## src/rtl/dice_dispatch_pkg.sv

```systemverilog
// Shared dispatcher types and the lane<->global thread index mapping.
// The forward and reverse mapper paths both use this package.
package dice_dispatch_pkg;

    localparam int LANE_W    = 64;
    localparam int NUM_LANES = 4;
    localparam int CHUNK_W   = NUM_LANES * LANE_W;
    localparam int CNT_W     = 7;

    typedef enum logic [1:0] {
        UF1 = 2'd0,
        UF2 = 2'd1,
        UF4 = 2'd2
    } unroll_e;

    // Returns the global thread index of bit 'pos' in lane 'lane' for a given unroll factor.
    // The illegal code 3 falls back to the identity layout; those chunks are never emitted.
    function automatic logic [7:0] lane_to_global(input logic [1:0] lane,
                                                  input logic [5:0] pos,
                                                  input logic [1:0] uf);
        logic [7:0] g;
        case (uf)
            UF1:     g = {lane, pos};
            UF2:     g = {lane[1], pos[5:4], lane[0], pos[3:0]};
            UF4:     g = {pos[5:3], lane, pos[2:0]};
            default: g = {lane, pos};
        endcase
        return g;
    endfunction

endpackage

```

## src/rtl/lane_popcount64.sv

```systemverilog
// Population count of one 64-bit lane mask (0..64).
module lane_popcount64
    import dice_dispatch_pkg::*;
(
    input  logic [LANE_W-1:0] mask,
    output logic [CNT_W-1:0]  cnt
);

    logic [CNT_W-1:0] cnt_s;

    // Adder chain over all mask bits.
    always_comb begin
        cnt_s = '0;
        for (int i = 0; i < LANE_W; i++) begin
            cnt_s = cnt_s + CNT_W'(mask[i]);
        end
    end

    assign cnt = cnt_s;

endmodule

```

## src/rtl/active_mask_lane_mapper.sv

```systemverilog
// Splits 256-bit active-mask chunks into four 64-bit lane masks (two-stage
// valid/ready pipeline) and annotates each lane with count, any-flag and chunk index.
module active_mask_lane_mapper
    import dice_dispatch_pkg::*;
#(
    parameter int CHUNK_IDX_W = 4,
    parameter bit SKIP_EMPTY  = 1'b1
) (
    input  logic                          clk,
    input  logic                          rst_n,
    input  logic                          in_valid,
    output logic                          in_ready,
    input  logic [CHUNK_W-1:0]            in_mask,
    input  logic [1:0]                    in_uf,
    input  logic                          in_last,
    output logic                          out_valid,
    input  logic                          out_ready,
    output logic [NUM_LANES*LANE_W-1:0]   out_lane_mask,
    output logic [NUM_LANES*CNT_W-1:0]    out_lane_cnt,
    output logic [NUM_LANES-1:0]          out_lane_any,
    output logic [CHUNK_IDX_W-1:0]        out_chunk_idx,
    output logic [1:0]                    out_uf,
    output logic                          out_last,
    output logic                          cfg_err
);

    logic [CHUNK_W-1:0]           map_s;
    logic                         in_zero_s, in_bad_s, in_drop_s, accept_s;
    logic                         s1_adv_s, s2_adv_s, s1_emit_s;
    logic [NUM_LANES*CNT_W-1:0]   pop_s;
    logic [NUM_LANES-1:0]         any_s;

    logic                         s1_v_r, s1_drop_r, s1_last_r, cfg_err_r;
    logic [CHUNK_W-1:0]           s1_mask_r;
    logic [1:0]                   s1_uf_r;
    logic [CHUNK_IDX_W-1:0]       s1_idx_r, idx_cnt_r;

    logic                         s2_v_r, s2_last_r;
    logic [CHUNK_W-1:0]           s2_mask_r;
    logic [NUM_LANES*CNT_W-1:0]   s2_cnt_r;
    logic [NUM_LANES-1:0]         s2_any_r;
    logic [CHUNK_IDX_W-1:0]       s2_idx_r;
    logic [1:0]                   s2_uf_r;

    // Gather each lane bit from its global position.
    always_comb begin
        map_s = '0;
        for (int l = 0; l < NUM_LANES; l++) begin
            for (int p = 0; p < LANE_W; p++) begin
                map_s[l*LANE_W + p] = in_mask[lane_to_global(2'(l), 6'(p), in_uf)];
            end
        end
    end

    // Empty non-last chunks and illegal-uf chunks pass through S1 only.
    assign in_zero_s = (in_mask == '0);
    assign in_bad_s  = (in_uf == 2'd3);
    assign in_drop_s = in_bad_s || (SKIP_EMPTY && in_zero_s && !in_last);

    assign s1_emit_s = s1_v_r && !s1_drop_r;
    assign s2_adv_s  = !s2_v_r || out_ready;
    assign s1_adv_s  = !s1_v_r || (s2_adv_s && s1_emit_s) || (s1_v_r && s1_drop_r);
    assign accept_s  = in_valid && s1_adv_s;
    assign in_ready  = s1_adv_s;

    // Chunk index counter: counts every accepted chunk, restarts after the last one.
    always_ff @(posedge clk or negedge rst_n) begin
        if (!rst_n) begin
            idx_cnt_r <= '0;
        end else if (accept_s) begin
            idx_cnt_r <= in_last ? '0 : idx_cnt_r + CHUNK_IDX_W'(1);
        end
    end

    // S1: mapped masks and sideband; cfg_err is high exactly while a bad chunk sits here.
    always_ff @(posedge clk or negedge rst_n) begin
        if (!rst_n) begin
            s1_v_r    <= 1'b0;
            s1_drop_r <= 1'b0;
            cfg_err_r <= 1'b0;
            s1_mask_r <= '0;
            s1_uf_r   <= 2'd0;
            s1_last_r <= 1'b0;
            s1_idx_r  <= '0;
        end else if (s1_adv_s) begin
            s1_v_r    <= in_valid;
            s1_drop_r <= in_valid && in_drop_s;
            cfg_err_r <= in_valid && in_bad_s;
            if (in_valid) begin
                s1_mask_r <= map_s;
                s1_uf_r   <= in_uf;
                s1_last_r <= in_last;
                s1_idx_r  <= idx_cnt_r;
            end
        end
    end

    for (genvar gi = 0; gi < NUM_LANES; gi++) begin : g_lane
        lane_popcount64 u_pop (
            .mask (s1_mask_r[gi*LANE_W +: LANE_W]),
            .cnt  (pop_s[gi*CNT_W +: CNT_W])
        );
        assign any_s[gi] = |s1_mask_r[gi*LANE_W +: LANE_W];
    end

    // S2: output register, holds while downstream stalls.
    always_ff @(posedge clk or negedge rst_n) begin
        if (!rst_n) begin
            s2_v_r    <= 1'b0;
            s2_mask_r <= '0;
            s2_cnt_r  <= '0;
            s2_any_r  <= '0;
            s2_idx_r  <= '0;
            s2_uf_r   <= 2'd0;
            s2_last_r <= 1'b0;
        end else if (s2_adv_s) begin
            s2_v_r <= s1_emit_s;
            if (s1_emit_s) begin
                s2_mask_r <= s1_mask_r;
                s2_cnt_r  <= pop_s;
                s2_any_r  <= any_s;
                s2_idx_r  <= s1_idx_r;
                s2_uf_r   <= s1_uf_r;
                s2_last_r <= s1_last_r;
            end
        end
    end

    assign out_valid     = s2_v_r;
    assign out_lane_mask = s2_mask_r;
    assign out_lane_cnt  = s2_cnt_r;
    assign out_lane_any  = s2_any_r;
    assign out_chunk_idx = s2_idx_r;
    assign out_uf        = s2_uf_r;
    assign out_last      = s2_last_r;
    assign cfg_err       = cfg_err_r;

endmodule

```

## config.mk

```make
export PLATFORM = sky130hd
export DESIGN_NAME = active_mask_lane_mapper
export DESIGN_NICKNAME = d
export VERILOG_FILES = /design/src/rtl/dice_dispatch_pkg.sv /design/src/rtl/lane_popcount64.sv /design/src/rtl/active_mask_lane_mapper.sv
export SDC_FILE = /design/constraint.sdc
export NUM_CORES = 2
export LEC_CHECK = 0
export CAP_MARGIN = 10
export CELL_PAD_IN_SITES_DETAIL_PLACEMENT = 1
export CELL_PAD_IN_SITES_GLOBAL_PLACEMENT = 2
export CORE_MARGIN = 2
export CORE_UTILIZATION = 40
export CTS_CLUSTER_SIZE = 24
export DETAILED_ROUTE_END_ITERATION = 6
export DONT_BUFFER_PORTS = 1
export PLACE_DENSITY = 0.75
export SLEW_MARGIN = 10
export SYNTH_ARGS = -nofsm -noshare
export SYNTH_HDL_FRONTEND = slang
export SYNTH_SLANG_ARGS = --single-unit
export TNS_END_PERCENT = 50
```

## constraint.sdc

```tcl
create_clock -name clk -period 7.1 [get_ports clk]
set_clock_uncertainty 0.1 [all_clocks]
set_input_delay 1.775 -clock clk [delete_from_list [all_inputs] [get_ports clk]]
set_output_delay 1.775 -clock clk [all_outputs]
set_load 0.03 [all_outputs]
```

==> qor.log <==
qor: detailed_routing.detail_route.vias_per_cell 6.23
qor: sta.max-slew-margin-rel -0.298
qor: detailed_routing.drcViolationCount 0
qor: logic_synthesis.mappedNetlistNets 4027
qor: sta.report.final.slew_viol_count 248
qor: die.die_x 309 microns
qor: logic_synthesis.synth-xor-area-share 0.00283
qor: grt.global_route_wire_length_before_repair 243000 microns
qor: setup_path.path_max_fanout 3
qor: logic_synthesis.largest_family_of_logic_cells_by_synthesized_area multiplexers
qor: logic_synthesis.synthMuxAreaShare 0.214
qor: logic_synthesis.synthDominantCellAreaShare 0.381
qor: grt.initial_antenna_violation_count 34
qor: clock_tree.cts_setup_buffers 0
qor: worst_hold_path.hold_path_depth 2
qor: clock_tree.clk-insertion-delay-late 0.67 ns
qor: detailed_routing.drtAntennaViolNets 0
qor: setup_path.critPathMostFrequentCell sky130_fd_sc_hd__fa_1
qor: setup_path.worst-r2r-setup-slack 0.57 ns
qor: worst_hold_path.worst_hold_path_type flop to flop
qor: sta.layout_worst_path_cycle_share 0.920
qor: logic_synthesis.synthDominantAreaCellType sky130_fd_sc_hd__dfrtp_1
qor: logic_synthesis.ys_ff_latch 566
qor: clock_tree.tritoncts_clock_tree done
qor: run.max_cap_viol_count 0
qor: setup_path.logic_depth_of_the_worst_register_to_register_path 20
qor: sta.final.setup.tns 0 ns
qor: cells_and_area.finalNetCount 3921
qor: cells_and_area.post_route_cells_drive_above_1_share 0.131
qor: clock_tree.clock_path_buffers 3
qor: worst_hold_path.min_to out_last$_DFFE_PN0P_
qor: logic_synthesis.avgSynthCellArea 10.7 sq um
qor: clock_tree.clkTransAtPathRegs 0.06 ns
qor: logic_synthesis.synth_adder_area_share 0.141
qor: setup_path.arrival 6.96 ns
qor: grt.grt_pass1_vias 30600
qor: setup_path.worst-path-buf-inv 3
qor: setup_path.crit-reg2reg-launch s1_mask_r[192]$_DFFE_PN0P_
qor: logic_synthesis.yosys_most_used_dff sky130_fd_sc_hd__dfrtp_1
qor: logic_synthesis.yosys-top-cells-count 899 x sky130_fd_sc_hd__nand2_1, 566 x sky130_fd_sc_hd__dfrtp_1, 396 x sky130_fd_sc_hd__inv_1
qor: placed_design.place_congestion 0.949
qor: setup_path.worst_ep_required_time 7.53 ns
qor: sta.hold_ws 0.375 ns
qor: clock_tree.ctsHtreeMaxLevel 3
qor: sta.finalHoldViolCount 0
qor: clock_tree.cts_hold_repair.buffers 0
qor: status.status complete, but fails checks
qor: die.row_count 111
qor: sta.rsz0062_at_grt no
qor: placed_design.dpl-instance-area 0.0379 sq mm
qor: setup_path.critical_path_class flop to flop
qor: logic_synthesis.netlist_top_cells_area sky130_fd_sc_hd__dfrtp_1 38%, sky130_fd_sc_hd__mux4_2 17%, sky130_fd_sc_hd__fa_1 12%
qor: setup_path.terminus_of_the_critical_flop_to_flop_path out_lane_cnt[27]$_DFFE_PN0P_
qor: cells_and_area.synthToLayoutAreaGrowth 8.71%
qor: setup_path.critical_path_start_type flop
qor: setup_path.timing.critical_path.slowest_cell_delay 0.58 ns
qor: placed_design.hpwl_detailed 137000 microns
qor: die.core_area 0.0918 sq mm
qor: logic_synthesis.synth_compound_gate_area_share 0.0638
qor: logic_synthesis.syn_warnings 0
qor: grt.largest_net_degree_at_the_start_of_global_routing 567
qor: worst_hold_path.hold_start s1_last_r$_DFFE_PN0P_
qor: grt.global_route.usage.total 0.367
qor: sta.period_needed 6.53 ns
qor: sta.timing.final.setup_violations 0
qor: setup_path.worstPathCellList inv_1 -> ha_1 -> inv_1 -> fa_1 -> fa_1 -> fa_1 -> fa_1 -> fa_1 -> fa_1 -> fa_1 -> fa_1 -> inv_1 -> fa_1 -> fa_1 -> a21oi_1 -> o21bai_1 -> a21oi_1 -> nor2_1 -> o21ai_0 -> nand2_1
qor: logic_synthesis.number_of_synthesized_flops_with_an_enable_pin 0
qor: grt.overflow 0
qor: sta.worst-slew-pin-transition 1.95 ns
qor: logic_synthesis.synthesis.instances 3476
qor: clock_tree.postCtsResizedCells 0
qor: die.top_level_ports 561
qor: die.initial_utilization 0.404
qor: detailed_routing.route.detailed.wl_per_inst 37.2 microns
qor: detailed_routing.route.final.wire_length 174000 microns
qor: detailed_routing.drt-initial-drc-count 3500
qor: sta.achievable-frequency 153 MHz
qor: logic_synthesis.yosys.area_share.simple 0.125
qor: logic_synthesis.yosysMostFrequentCell sky130_fd_sc_hd__nand2_1
qor: detailed_routing.dr.pass1.iters 6
qor: clock_tree.cts.root.buffer_cell sky130_fd_sc_hd__clkbuf_16
qor: logic_synthesis.synth.yosys.seq_area_share 0.381
qor: status.violations_in_the_final_reports max-slew violations
qor: setup_path.timing.critical_path.max_delay_family adder cells
qor: clock_tree.cts_made_buffers 69
qor: logic_synthesis.syn-cell-area 0.0371 sq mm
qor: placed_design.portBuffers 0
qor: logic_synthesis.postSynth.asyncResetShare 1.00
qor: setup_path.critical-path-slowest-cell sky130_fd_sc_hd__fa_1
qor: logic_synthesis.netlist-cell-type-count 42
qor: die.die_area 0.0953 sq mm
qor: die.chipHeight 309 microns
qor: clock_tree.clock_sink_count 566
qor: detailed_routing.route.vias.total 29200
qor: setup_path.crit_path_end_kind flop
qor: cells_and_area.final_non_filler_cell_area 0.0404 sq mm
[worst max-delay path by stage]
stage                                     from                            to  slack [ns]  cells after the start
floorplan            s1_mask_r[64]$_DFFE_PN0P_  out_lane_cnt[13]$_DFFE_PN0P_        0.99                     20
global placement    s1_mask_r[192]$_DFFE_PN0P_  out_lane_cnt[27]$_DFFE_PN0P_        0.60                     20
detailed placement  s1_mask_r[192]$_DFFE_PN0P_  out_lane_cnt[27]$_DFFE_PN0P_        0.60                     20
CTS                 s1_mask_r[193]$_DFFE_PN0P_  out_lane_cnt[27]$_DFFE_PN0P_        0.58                     20
global route        s1_mask_r[192]$_DFFE_PN0P_  out_lane_cnt[27]$_DFFE_PN0P_        0.27                     20
finish              s1_mask_r[192]$_DFFE_PN0P_  out_lane_cnt[27]$_DFFE_PN0P_        0.57                     20
[layer usage]
metal	track usage	vias to the layer above	part of all wire
met5	0	-	0.0017
met4	0.128	46	0.037
met3	0.195	390	0.15
met2	0.553	1752	0.44
met1	0.448	15300	0.37
li1	-	11700	-
[kinds of logic after synthesis]
kind of cell,after synthesis
multiplexers,441
buffers and inverters,605
AO/OA/AOI/OAI,454
flip-flops,566
adder cells (fa/ha/maj),288
XOR/XNOR,12
AND/OR/NAND/NOR,1110
[state kept, by name, indices dropped and copies added (netlist names), 2 cells and up]
name / cells
out_lane_mask: 256
s1_mask_r: 256
out_lane_cnt: 28
idx_cnt_r: 4
out_chunk_idx: 4
out_lane_any: 4
s1_idx_r: 4
out_uf: 2
s1_uf_r: 2
[cells in the final DEF, fill, tap and decap left out, types with 11 or more instances in the layout]
| cell | synthesis | layout |
|---|---|---|
| sky130_fd_sc_hd__dfrtp_1 | 566 | 566 |
| sky130_fd_sc_hd__nand2_1 | 899 | 898 |
| sky130_fd_sc_hd__mux2i_1 | 147 | 147 |
| sky130_fd_sc_hd__clkbuf_8 | 0 | 17 |
| sky130_fd_sc_hd__diode_2 | 0 | 19 |
| sky130_fd_sc_hd__buf_4 | 36 | 21 |
| sky130_fd_sc_hd__a21oi_1 | 28 | 28 |
| sky130_fd_sc_hd__o21ai_1 | 17 | 17 |
| sky130_fd_sc_hd__o21ai_0 | 374 | 374 |
| sky130_fd_sc_hd__nor2_1 | 14 | 13 |
| sky130_fd_sc_hd__mux4_2 | 279 | 279 |
| sky130_fd_sc_hd__inv_1 | 396 | 396 |
| sky130_fd_sc_hd__a211oi_1 | 14 | 14 |
| sky130_fd_sc_hd__ha_1 | 72 | 70 |
| sky130_fd_sc_hd__fa_1 | 216 | 216 |
| sky130_fd_sc_hd__nand4_1 | 32 | 32 |
| sky130_fd_sc_hd__nor4_1 | 124 | 124 |
| sky130_fd_sc_hd__nor3_1 | 11 | 11 |
| sky130_fd_sc_hd__clkbuf_16 | 0 | 71 |
| sky130_fd_sc_hd__xnor2_1 | 11 | 11 |
[worst reg2reg max path, stage by stage, from the launching register on]
cell	delay, ns
sky130_fd_sc_hd__dfrtp_1	0.38
sky130_fd_sc_hd__inv_1	0.10
sky130_fd_sc_hd__ha_1	0.23
sky130_fd_sc_hd__inv_1	0.07
sky130_fd_sc_hd__fa_1	0.45
sky130_fd_sc_hd__fa_1	0.58
sky130_fd_sc_hd__fa_1	0.46
sky130_fd_sc_hd__fa_1	0.56
sky130_fd_sc_hd__fa_1	0.45
sky130_fd_sc_hd__fa_1	0.51
sky130_fd_sc_hd__fa_1	0.43
sky130_fd_sc_hd__fa_1	0.49
sky130_fd_sc_hd__inv_1	0.05
sky130_fd_sc_hd__fa_1	0.41
sky130_fd_sc_hd__fa_1	0.47
sky130_fd_sc_hd__a21oi_1	0.19
sky130_fd_sc_hd__o21bai_1	0.11
sky130_fd_sc_hd__a21oi_1	0.16
sky130_fd_sc_hd__nor2_1	0.05
sky130_fd_sc_hd__o21ai_0	0.14
sky130_fd_sc_hd__nand2_1	0.06
[area by class of cell]
| type | count | area, sq um |
|---|---|---|
| tap | 1243 | 1560 |
| clock buffer | 98 | 2050 |
| timing repair buffer | 32 | 363 |
| clock inverter | 25 | 335 |
| sequential | 566 | 14200 |
| antenna | 19 | 47.5 |
| fill | 9935 | 51400 |
| multi-input combinational | 2305 | 20400 |
| inverter | 396 | 1490 |
[stage by stage]
step	std cells	setup slack, ns	utilization
2_1_floorplan	3476	0.991	-
3_3_place_gp	4541	0.604	0.413
3_5_place_dp	4541	0.604	0.413
4_1_cts	4664	0.577	0.439
5_1_grt	4667	0.274	0.439
6_report	4684	0.566	0.440
Power is left out: the tool's default activity adds up to more than one toggle a clock period on the data nets, which glitch-free logic cannot reach.
